**src/rtl/fifo_pkg.sv**
```systemverilog
// Shared width helpers and the status bundle for the level_fifo family.
package fifo_pkg;

    function automatic int fifo_ptr_w(input int depth);
        return $clog2(depth);
    endfunction

    function automatic int fifo_lvl_w(input int depth);
        return $clog2(depth + 1);
    endfunction

    typedef struct packed {
        logic full;
        logic almost_full;
        logic almost_empty;
        logic overflow;
        logic underflow;
    } fifo_status_t;

endpackage

```
**src/rtl/fifo_mem.sv**
```systemverilog
// Storage array for level_fifo: one synchronous write port, one asynchronous read port, no reset.
module fifo_mem
    import fifo_pkg::*;
#(
    parameter int p_depth     = 8,
    parameter int p_word_size = 8
) (
    input  logic                           i_clk,
    input  logic                           i_wr_en,
    input  logic [fifo_ptr_w(p_depth)-1:0] i_wr_addr,
    input  logic [p_word_size-1:0]         i_wr_data,
    input  logic [fifo_ptr_w(p_depth)-1:0] i_rd_addr,
    output logic [p_word_size-1:0]         o_rd_data
);

    logic [p_word_size-1:0] r_mem [p_depth];

    always_ff @(posedge i_clk) begin
        if (i_wr_en) begin
            r_mem[i_wr_addr] <= i_wr_data;
        end
    end

    assign o_rd_data = r_mem[i_rd_addr];

endmodule

```
**src/rtl/level_fifo.sv**
```systemverilog
// Show-ahead synchronous FIFO with fill level, almost thresholds and sticky error flags.
// Define LEVEL_FIFO_CLEAR_EN to add the synchronous flush input clear_i.
module level_fifo
    import fifo_pkg::*;
#(
    parameter int p_depth        = 8,
    parameter int p_word_size    = 8,
    parameter int p_almost_full  = 6,
    parameter int p_almost_empty = 1
) (
    input  logic                           clk_i,
    input  logic                           rst_i,
    input  logic [p_word_size-1:0]         data_i,
    input  logic                           write_enable_i,
    input  logic                           read_enable_i,
    input  logic                           err_clear_i,
`ifdef LEVEL_FIFO_CLEAR_EN
    input  logic                           clear_i,
`endif
    output logic [p_word_size-1:0]         data_o,
    output logic                           read_valid_o,
    output logic                           full_o,
    output logic [fifo_lvl_w(p_depth)-1:0] level_o,
    output logic                           almost_full_o,
    output logic                           almost_empty_o,
    output logic                           overflow_o,
    output logic                           underflow_o
);

    localparam int LP_PW = fifo_ptr_w(p_depth);
    localparam int LP_LW = fifo_lvl_w(p_depth);
    localparam logic [LP_PW-1:0] LP_LAST  = LP_PW'(p_depth - 1);
    localparam logic [LP_LW-1:0] LP_DEPTH = LP_LW'(p_depth);
    localparam logic [LP_LW-1:0] LP_AFULL = LP_LW'(p_almost_full);
    localparam logic [LP_LW-1:0] LP_AEMPT = LP_LW'(p_almost_empty);

    logic [LP_PW-1:0]       r_wr_ptr;
    logic [LP_PW-1:0]       r_rd_ptr;
    logic [LP_LW-1:0]       r_level;
    logic                   r_overflow;
    logic                   r_underflow;

    logic                   w_clear;
    logic                   w_empty;
    logic                   w_full;
    logic                   w_rd_acc;
    logic                   w_wr_acc;
    logic                   w_ovf_evt;
    logic                   w_udf_evt;
    logic [p_word_size-1:0] w_head;
    fifo_status_t           w_status;

`ifdef LEVEL_FIFO_CLEAR_EN
    assign w_clear = clear_i;
`else
    assign w_clear = 1'b0;
`endif

    assign w_empty = (r_level == '0);
    assign w_full  = (r_level == LP_DEPTH);

    // A flush discards concurrent traffic and raises no error flags.
    assign w_rd_acc  = read_enable_i && !w_empty && !w_clear;
    assign w_wr_acc  = write_enable_i && (!w_full || w_rd_acc) && !w_clear;
    assign w_ovf_evt = write_enable_i && w_full && !w_rd_acc && !w_clear;
    assign w_udf_evt = read_enable_i && w_empty && !w_clear;

    always_ff @(posedge clk_i or posedge rst_i) begin
        if (rst_i) begin
            r_wr_ptr <= '0;
            r_rd_ptr <= '0;
            r_level  <= '0;
        end else if (w_clear) begin
            r_wr_ptr <= '0;
            r_rd_ptr <= '0;
            r_level  <= '0;
        end else begin
            if (w_wr_acc) begin
                r_wr_ptr <= (r_wr_ptr == LP_LAST) ? '0 : r_wr_ptr + 1'b1;
            end
            if (w_rd_acc) begin
                r_rd_ptr <= (r_rd_ptr == LP_LAST) ? '0 : r_rd_ptr + 1'b1;
            end
            if (w_wr_acc && !w_rd_acc) begin
                r_level <= r_level + 1'b1;
            end else if (w_rd_acc && !w_wr_acc) begin
                r_level <= r_level - 1'b1;
            end
        end
    end

    // A new error in the same cycle as err_clear_i keeps the flag set.
    always_ff @(posedge clk_i or posedge rst_i) begin
        if (rst_i) begin
            r_overflow  <= 1'b0;
            r_underflow <= 1'b0;
        end else begin
            if (w_ovf_evt) begin
                r_overflow <= 1'b1;
            end else if (err_clear_i) begin
                r_overflow <= 1'b0;
            end
            if (w_udf_evt) begin
                r_underflow <= 1'b1;
            end else if (err_clear_i) begin
                r_underflow <= 1'b0;
            end
        end
    end

    fifo_mem #(
        .p_depth     (p_depth),
        .p_word_size (p_word_size)
    ) u_mem (
        .i_clk     (clk_i),
        .i_wr_en   (w_wr_acc),
        .i_wr_addr (r_wr_ptr),
        .i_wr_data (data_i),
        .i_rd_addr (r_rd_ptr),
        .o_rd_data (w_head)
    );

    always_comb begin
        w_status              = '0;
        w_status.full         = w_full;
        w_status.almost_full  = (r_level >= LP_AFULL);
        w_status.almost_empty = (r_level <= LP_AEMPT);
        w_status.overflow     = r_overflow;
        w_status.underflow    = r_underflow;
    end

    assign data_o         = w_empty ? '0 : w_head;
    assign read_valid_o   = !w_empty;
    assign level_o        = r_level;
    assign full_o         = w_status.full;
    assign almost_full_o  = w_status.almost_full;
    assign almost_empty_o = w_status.almost_empty;
    assign overflow_o     = w_status.overflow;
    assign underflow_o    = w_status.underflow;

endmodule
```
**config.mk**
```make
export PLATFORM = sky130hd
export DESIGN_NAME = level_fifo
export DESIGN_NICKNAME = d
export VERILOG_FILES = /design/src/rtl/fifo_pkg.sv /design/src/rtl/fifo_mem.sv /design/src/rtl/level_fifo.sv
export SDC_FILE = /design/constraint.sdc
export NUM_CORES = 1
export LEC_CHECK = 0
export CAP_MARGIN = 20
export CORE_UTILIZATION = 45
export DETAILED_ROUTE_END_ITERATION = 10
export GPL_TIMING_DRIVEN = 0
export PLACE_DENSITY = 0.63
export SLEW_MARGIN = 10
export SYNTH_ARGS = -nofsm -noshare
export SYNTH_HDL_FRONTEND = slang
export SYNTH_HIERARCHICAL = 1
export SYNTH_SLANG_ARGS = --single-unit
```
**constraint.sdc**
```tcl
create_clock -name clk_i -period 4.3 [get_ports clk_i]
set_clock_uncertainty 0.15 [all_clocks]
set_input_delay 0.645 -clock clk_i [delete_from_list [all_inputs] [get_ports clk_i]]
set_output_delay 0.645 -clock clk_i [all_outputs]
set_load 0.01 [all_outputs]
```
==> results.toml, run 1 <==
[drt]
dr.pass1.iters = 4
detail-route-antenna-nets = 0
wl_per_cell_um = 18.7
drc_errors = 0
vias = 1699
drt_iter0_drc = 82
viasPerCell = 5.36
drt_wl_total_um = 5940

[pwr]
leakagePower_nw = 1.37
finalPower_mw = 2.49
vdd_ir_drop_max_mv = 0.330
power_per_cell_area_nw_per_um2 = 650

[critical_path]
r2r-start = "level_o[0]"
crit_cells = 6
path_buf_inv = 3
rrSetupSlack_ns = 1.50
cp-start-kind = "register"
startpoint = "r_rd_ptr[2]"
cp_max_fo = 10
r2r-end = "level_o[3]"
cp_top_family = "buffers and inverters"
arrival_ns = 2.62
endpoint = "data_o[7]"
path_cells = "clkbuf_1, buf_2, mux4_1, mux2_2, and2_1, clkdlybuf4s50_1"
cp_slowest_stage_delay_ns = 0.47
endpoint_kind = "output pin"
r2r_cells = 9
cp_slowest_cell = "clkdlybuf4s50_1"
required_ns = 3.50
crit_type = "register to output pin"

[cells_and_area]
design_area_um2 = 3840
nets = 238
fill_cells = 568
antenna_cells = 0
drive_gt1_share_pct = 15.4
area_delta_synth_final_pct = 17.9

[logic_synthesis]
syn-instance-count = 175
synth_area_per_cell_um2 = 18.6
ys_seq_area_share_pct = 68.2
syn-cell-area_um2 = 3260
yosys.cell_types.count = 31
synthDominantCellAreaShare_pct = 59.0
ys_ff_latch = 76
synth_area_leader_cell = "edfxtp_1"
syn_nets = 197
synthTopCellsByArea = "edfxtp_1, mux4_1, dfrtp_1"
yosys_warnings = 6

[placed_design]
dp_hpwl_um = 3930
gp_congestion = 0.772
place_ws_ns = 1.19
port_buffers = 30
place_area_um2 = 3690

[grt]
grt_busiest_layer = "met2"
grt_pass1_wl_um = 9380
grt_pass1_vias = 1802
grt_use_met2_pct = 31.9
use_met3_pct = 3.98
grtUsageMet1_pct = 21.2
antenna_found_initial = 0
overflow = 0
grt_use_total_pct = 18.4
grt_max_degree = 13

[timing]
setup_tns_ns = 0
finalHoldViolations = 0
rsz0062_at_grt = "false"
relSlewSlack_pct = 32.2
layout_setup_ws_ns = 0.884
period_minus_slack_ns = 3.42
max_freq_mhz = 293
setup_violations = 0
holdWs_ns = 0.396
drv_slew = 0
fin_crit_sh_pct = 79.4
worst_pin_slew_ns = 1.01

[clock_network]
clock-sinks = 76
clkLatencyLatePin_ns = 0.34
root_buffer = "clkbuf_8"
cts_buffers = 9
cts-resized-gates = 0
cts_tree = "yes"
cts_setup_buffers = 0
htreeDepth = 3
clockBufferDepth = 2
postCtsHoldBufs = 0
path_clk_slew_ns = 0.07

[worst_hold_path]
min_delay_path_depth = 1
worst_hold_path_type = "register to register"

[floorplanning]
dieHeight_um = 87.1
rows = 30
die_x_um = 87.1
ios = 31
die-area_um2 = 7580
initial_core_util_pct = 47.2
coreArea_um2 = 6910

[run_status]
status = "finished, final reports clean"

[run]
drv_cap = 0
[area by class of cell]
type	instances	area, um^2	area share (%)
sequential	76	2220	57.9
multi-input combinational	84	962	25.1
timing repair buffer	30	300	7.82
clock buffer	12	135	3.52
tap	96	120	3.13
buffer	6	48.8	1.27
inverter	9	33.8	0.880
clock inverter	4	16.3	0.424
[through the flow]
| step | util, % | instances |
|---|---|---|
| floorplan | - | 175 |
| global placement | 53.2 | 301 |
| detailed placement | 53.4 | 301 |
| CTS | 55.6 | 317 |
| global route | 55.6 | 317 |
| finish | 55.6 | 317 |
[Yosys cell counts, drive strengths merged]
master  number
xnor2        1
nand3b       1
or4          1
dfrtp       12
and2         8
or3b         1
ha           9
mux4        16
o22ai        1
nor2b        1
nor2        10
nand2        4
mux2        14
buf          5
edfxtp      64
nor3         3
o32ai        1
inv          9
nand4        1
mux2i        1
o21ai        3
nand2b       4
clkbuf       1
a21oi        1
xor2         3
[worst min path at each step]
| stage | startpoint | end | slack (ns) |
|---|---|---|---|
| 4_1_cts | r_rd_ptr[1] | r_rd_ptr[1] | 0.40 |
| 5_1_grt | r_rd_ptr[1] | r_rd_ptr[1] | 0.42 |
| 6_report | r_rd_ptr[1] | r_rd_ptr[1] | 0.40 |
| 3_5_place_dp | r_rd_ptr[1] | r_rd_ptr[1] | 0.38 |
| 3_3_place_gp | overflow_o | overflow_o | 0.36 |
| 2_1_floorplan | r_rd_ptr[1] | r_rd_ptr[1] | 0.35 |
[registers in the layout (all words and copies together) (netlist names)]
| register | cells |
|---|---|
| underflow_o | 1 |
| r_wr_ptr | 3 |
| overflow_o | 1 |
| u_mem/r_mem | 64 |
| level_o | 4 |
| r_rd_ptr | 3 |
[power by group]
group / internal, mW / switching, mW / total (mW)
clock network: 0.203 / 0.230 / 0.433
registers: 0.951 / 0.0948 / 1.05
logic: 0.572 / 0.442 / 1.01
total: 1.73 / 0.767 / 2.49
[metal layers]
| layer | wire, um | up-vias |
|---|---|---|
| met5 | 0 | - |
| met4 | 129 | 0 |
| met3 | 197 | 12 |
| met2 | 3160 | 38 |
| met1 | 2450 | 878 |
| li1 | - | 771 |
[worst reg2reg max path, cell delays in order, from the launching register on]
cell and delay [ns]:
dfrtp_1 0.47, inv_1 0.13, ha_1 0.22, nand3b_1 0.15, o21ai_1 0.31, inv_1 0.14, ha_1 0.27, or4_1 0.55
a21oi_2 0.18, xor2_1 0.16
[placed cells by master, fill, tap and decap left out, types with 2 or more instances in the layout]
cell type,synthesis,layout
and2_1,8,8
buf_2,2,2
clkbuf_1,1,4
clkbuf_8,0,9
clkdlybuf4s50_1,0,30
clkinv_1,0,3
dfrtp_1,12,12
edfxtp_1,64,64
ha_1,9,9
inv_1,9,9
mux2_2,14,14
mux4_1,15,15
nand2_1,3,3
nand2b_1,4,4
nor2_1,10,10
nor3_2,0,2
o21ai_0,2,2
xor2_1,3,3
[cell families (layout without fill, tap and decap cells)]
kind of cell | after synthesis | in the layout | synth area share [%]
flip-flops | 76 | 76 | 68.2
AND/OR/NAND/NOR | 34 | 34 | 5.57
multiplexers | 31 | 31 | 17.9
buffers and inverters | 15 | 61 | 2.54
adder cells (fa/ha/maj) | 9 | 9 | 3.46
AO/OA/AOI/OAI | 6 | 6 | 1.19
XOR/XNOR | 4 | 4 | 1.08
Note: power is estimated with default switching activity, not from simulation.
==> run 2: changes to the inputs <==
--- a/config.mk
+++ b/config.mk
@@ -9,7 +9,7 @@
 export CORE_UTILIZATION = 45
 export DETAILED_ROUTE_END_ITERATION = 10
 export GPL_TIMING_DRIVEN = 0
-export PLACE_DENSITY = 0.63
+export PLACE_DENSITY = 0.66
 export SLEW_MARGIN = 10
 export SYNTH_ARGS = -nofsm -noshare
 export SYNTH_HDL_FRONTEND = slang
==> constraint.sdc (replaced) <==
create_clock -name clk_i -period 2.9 [get_ports clk_i]
set_clock_uncertainty 0.15 [all_clocks]
set_input_delay 0.435 -clock clk_i [delete_from_list [all_inputs] [get_ports clk_i]]
set_output_delay 0.435 -clock clk_i [all_outputs]
set_load 0.01 [all_outputs]
==> run 2 against run 1 <==
Effect of this change:
- count of clock-buffer cells in the layout down 1
- clock power up 100%
- combinational power up 45%
- worst setup slack worse by 0.81 ns
- sequential power up 50%
- global-route usage down 0.17 points
- critical path type unchanged
- first-iteration DRC count up 13%
- design area up 1.7%
- core utilization up 0.96 points
- highest routed layer unchanged
- largest cell class unchanged
- final cell count up 0.32%
==> results.toml, run 2 (same netlist as run 1, synthesis figures left out) <==
[critical_path]
r2r-start = "level_o[1]"
crit_type = "register to output pin"
cp-start-kind = "register"
cp_max_fo = 10
required_ns = 2.32
r2r_cells = 9
r2r-end = "level_o[3]"
endpoint_kind = "output pin"
arrival_ns = 2.24
rrSetupSlack_ns = 0.22

[floorplanning]
die-area_um2 = 7580
ios = 31
die_x_um = 87.1
coreArea_um2 = 6910
rows = 30
initial_core_util_pct = 47.2
dieHeight_um = 87.1

[drt]
top_layer = "met4"
m1WireLength_um = 2520
drc_errors = 0
drt_iter0_drc = 93
wl_per_cell_um = 19.4
wl_met3_um = 213
dr.pass1.iters = 4
viasPerCell = 5.25
vias = 1668
drt_wl_total_um = 6160
route.met2.wl_um = 3300
detail-route-antenna-nets = 0

[placed_design]
gp_congestion = 0.775
port_buffers = 30
dp_hpwl_um = 4010
placedCellCount = 301

[timing]
setup_violations = 0
finalHoldViolations = 0
worst_pin_slew_ns = 0.989
holdWs_ns = 0.240
fin_crit_sh_pct = 97.5
max_freq_mhz = 354
period_minus_slack_ns = 2.83
drv_slew = 0
setup_tns_ns = 0
rsz0062_at_grt = "false"
relSlewSlack_pct = 33.8

[clock_network]
clkLatencyLatePin_ns = 0.34
htreeDepth = 3
cts_tree = "yes"
cts_buffers = 9
root_buffer = "clkbuf_8"
path_clk_slew_ns = 0.08
clockBufferDepth = 2
postCtsHoldBufs = 0
clock-sinks = 76

[pwr]
p_sw_mw = 1.17
power_per_cell_area_nw_per_um2 = 997
seqPwrFrac_pct = 40.3
power.share.combinational_pct = 37.5
vdd_ir_drop_max_mv = 0.481
p_int_mw = 2.72
swShare_pct = 30.1
power.share.clock_pct = 22.2
leakagePower_nw = 1.42
finalPower_mw = 3.89

[cells_and_area]
regMostFlops = "u_mem/r_mem"
area_delta_synth_final_pct = 19.9
final_cell_mix = "edfxtp_1, clkdlybuf4s50_1, mux2_2"
fill_cells = 562
post-route-util_pct = 56.5
final_common_cell = "edfxtp_1"
drive_gt1_share_pct = 21.2
antenna_cells = 0
final_cells = 318
nets = 239
largest_reg_flops = 64

[run]
drv_cap = 0

[grt]
overflow = 0
grt_pass1_wl_um = 9360
antenna_found_initial = 0
grt_max_degree = 13
grt_use_total_pct = 18.2
grt_pass1_vias = 1801

[run_status]
status = "finished, final reports clean"

[worst_hold_path]
worst_hold_path_type = "input port to asynchronous set/reset pin"
==> run 2: changes by cell type in the layout (fill, tap and decap cells not counted), moves of 2 or more <==
| cell | delta |
|---|---|
| dfrtp_2 | +2 |
| dfrtp_1 | -2 |
| clkinv_2 | +2 |
| clkinv_1 | -3 |
| mux4_1 | -3 |
| bufinv_16 | +2 |
| clkdlybuf4s50_1 | -8 |
| mux4_2 | +3 |
| dlygate4sd2_1 | +8 |
| clkbuf_1 | -3 |
| buf_4 | +3 |
==> run 2: metal layers <==
metal	GRT usage, %	vias up
met5	0	-
met4	9.70	0
met3	3.79	11
met2	31.6	30
met1	21.2	857
li1	-	770
==> run 2: final cells by class <==
cell class | instances | area (um^2) | area share [%]
Multi-Input combinational cell | 84 | 957 | 24.5
Inverter | 9 | 33.8 | 0.865
Clock buffer | 11 | 141 | 3.62
Sequential cell | 76 | 2220 | 57.0
Tap cell | 96 | 120 | 3.08
Buffer | 4 | 40.0 | 1.03
Timing Repair Buffer | 33 | 313 | 8.01
Clock inverter | 5 | 75.1 | 1.92
==> run 2: how the worst max path moves through the flow <==
stage                  startpoint                end  slack [ns]  cells after the start
detailed placement    r_rd_ptr[2]          data_o[1]        0.02                      6
CTS                   r_rd_ptr[0]          data_o[1]        0.04                      6
floorplan              level_o[0]         level_o[3]        0.41                      9
finish                r_rd_ptr[0]          data_o[3]        0.07                      6
global placement    read_enable_i  u_mem/r_mem[4][6]       -0.12                      5
global route          r_rd_ptr[0]          data_o[5]       0.006                      6
==> run 2: stage by stage <==
stage          area, um^2  setup WS [ns]
5_1_grt              3910        0.00620
2_1_floorplan        3260          0.408
4_1_cts              3910         0.0410
6_report             3910         0.0729
3_3_place_gp         3680         -0.121
3_5_place_dp         3690         0.0202
==> run 2: timing repair <==
item | 4_1_cts | 5_1_grt
endpoints found under the setup margin | 9 | 17
endpoints found under the hold margin | 0 | 0
gates resized for setup | 11 | 4
setup buffers | 3 | 0
==> run 2: worst max-delay path: stages, from the launching register on <==
cell	delay (ns)
dfrtp_1	0.37
buf_6	0.14
buf_12	0.14
mux4_1	0.55
mux2_2	0.28
and2_1	0.14
dlygate4sd2_1	0.28
==> run 2: power by group through the flow <==
stage	Combinational (mW)	Sequential (mW)	Clock, mW
finish	1.46	1.57	0.864
global route	1.58	1.59	0.931
CTS	1.48	1.57	0.884
detailed placement	1.54	1.57	0
global placement	1.46	1.54	0
floorplan	0.932	1.54	0
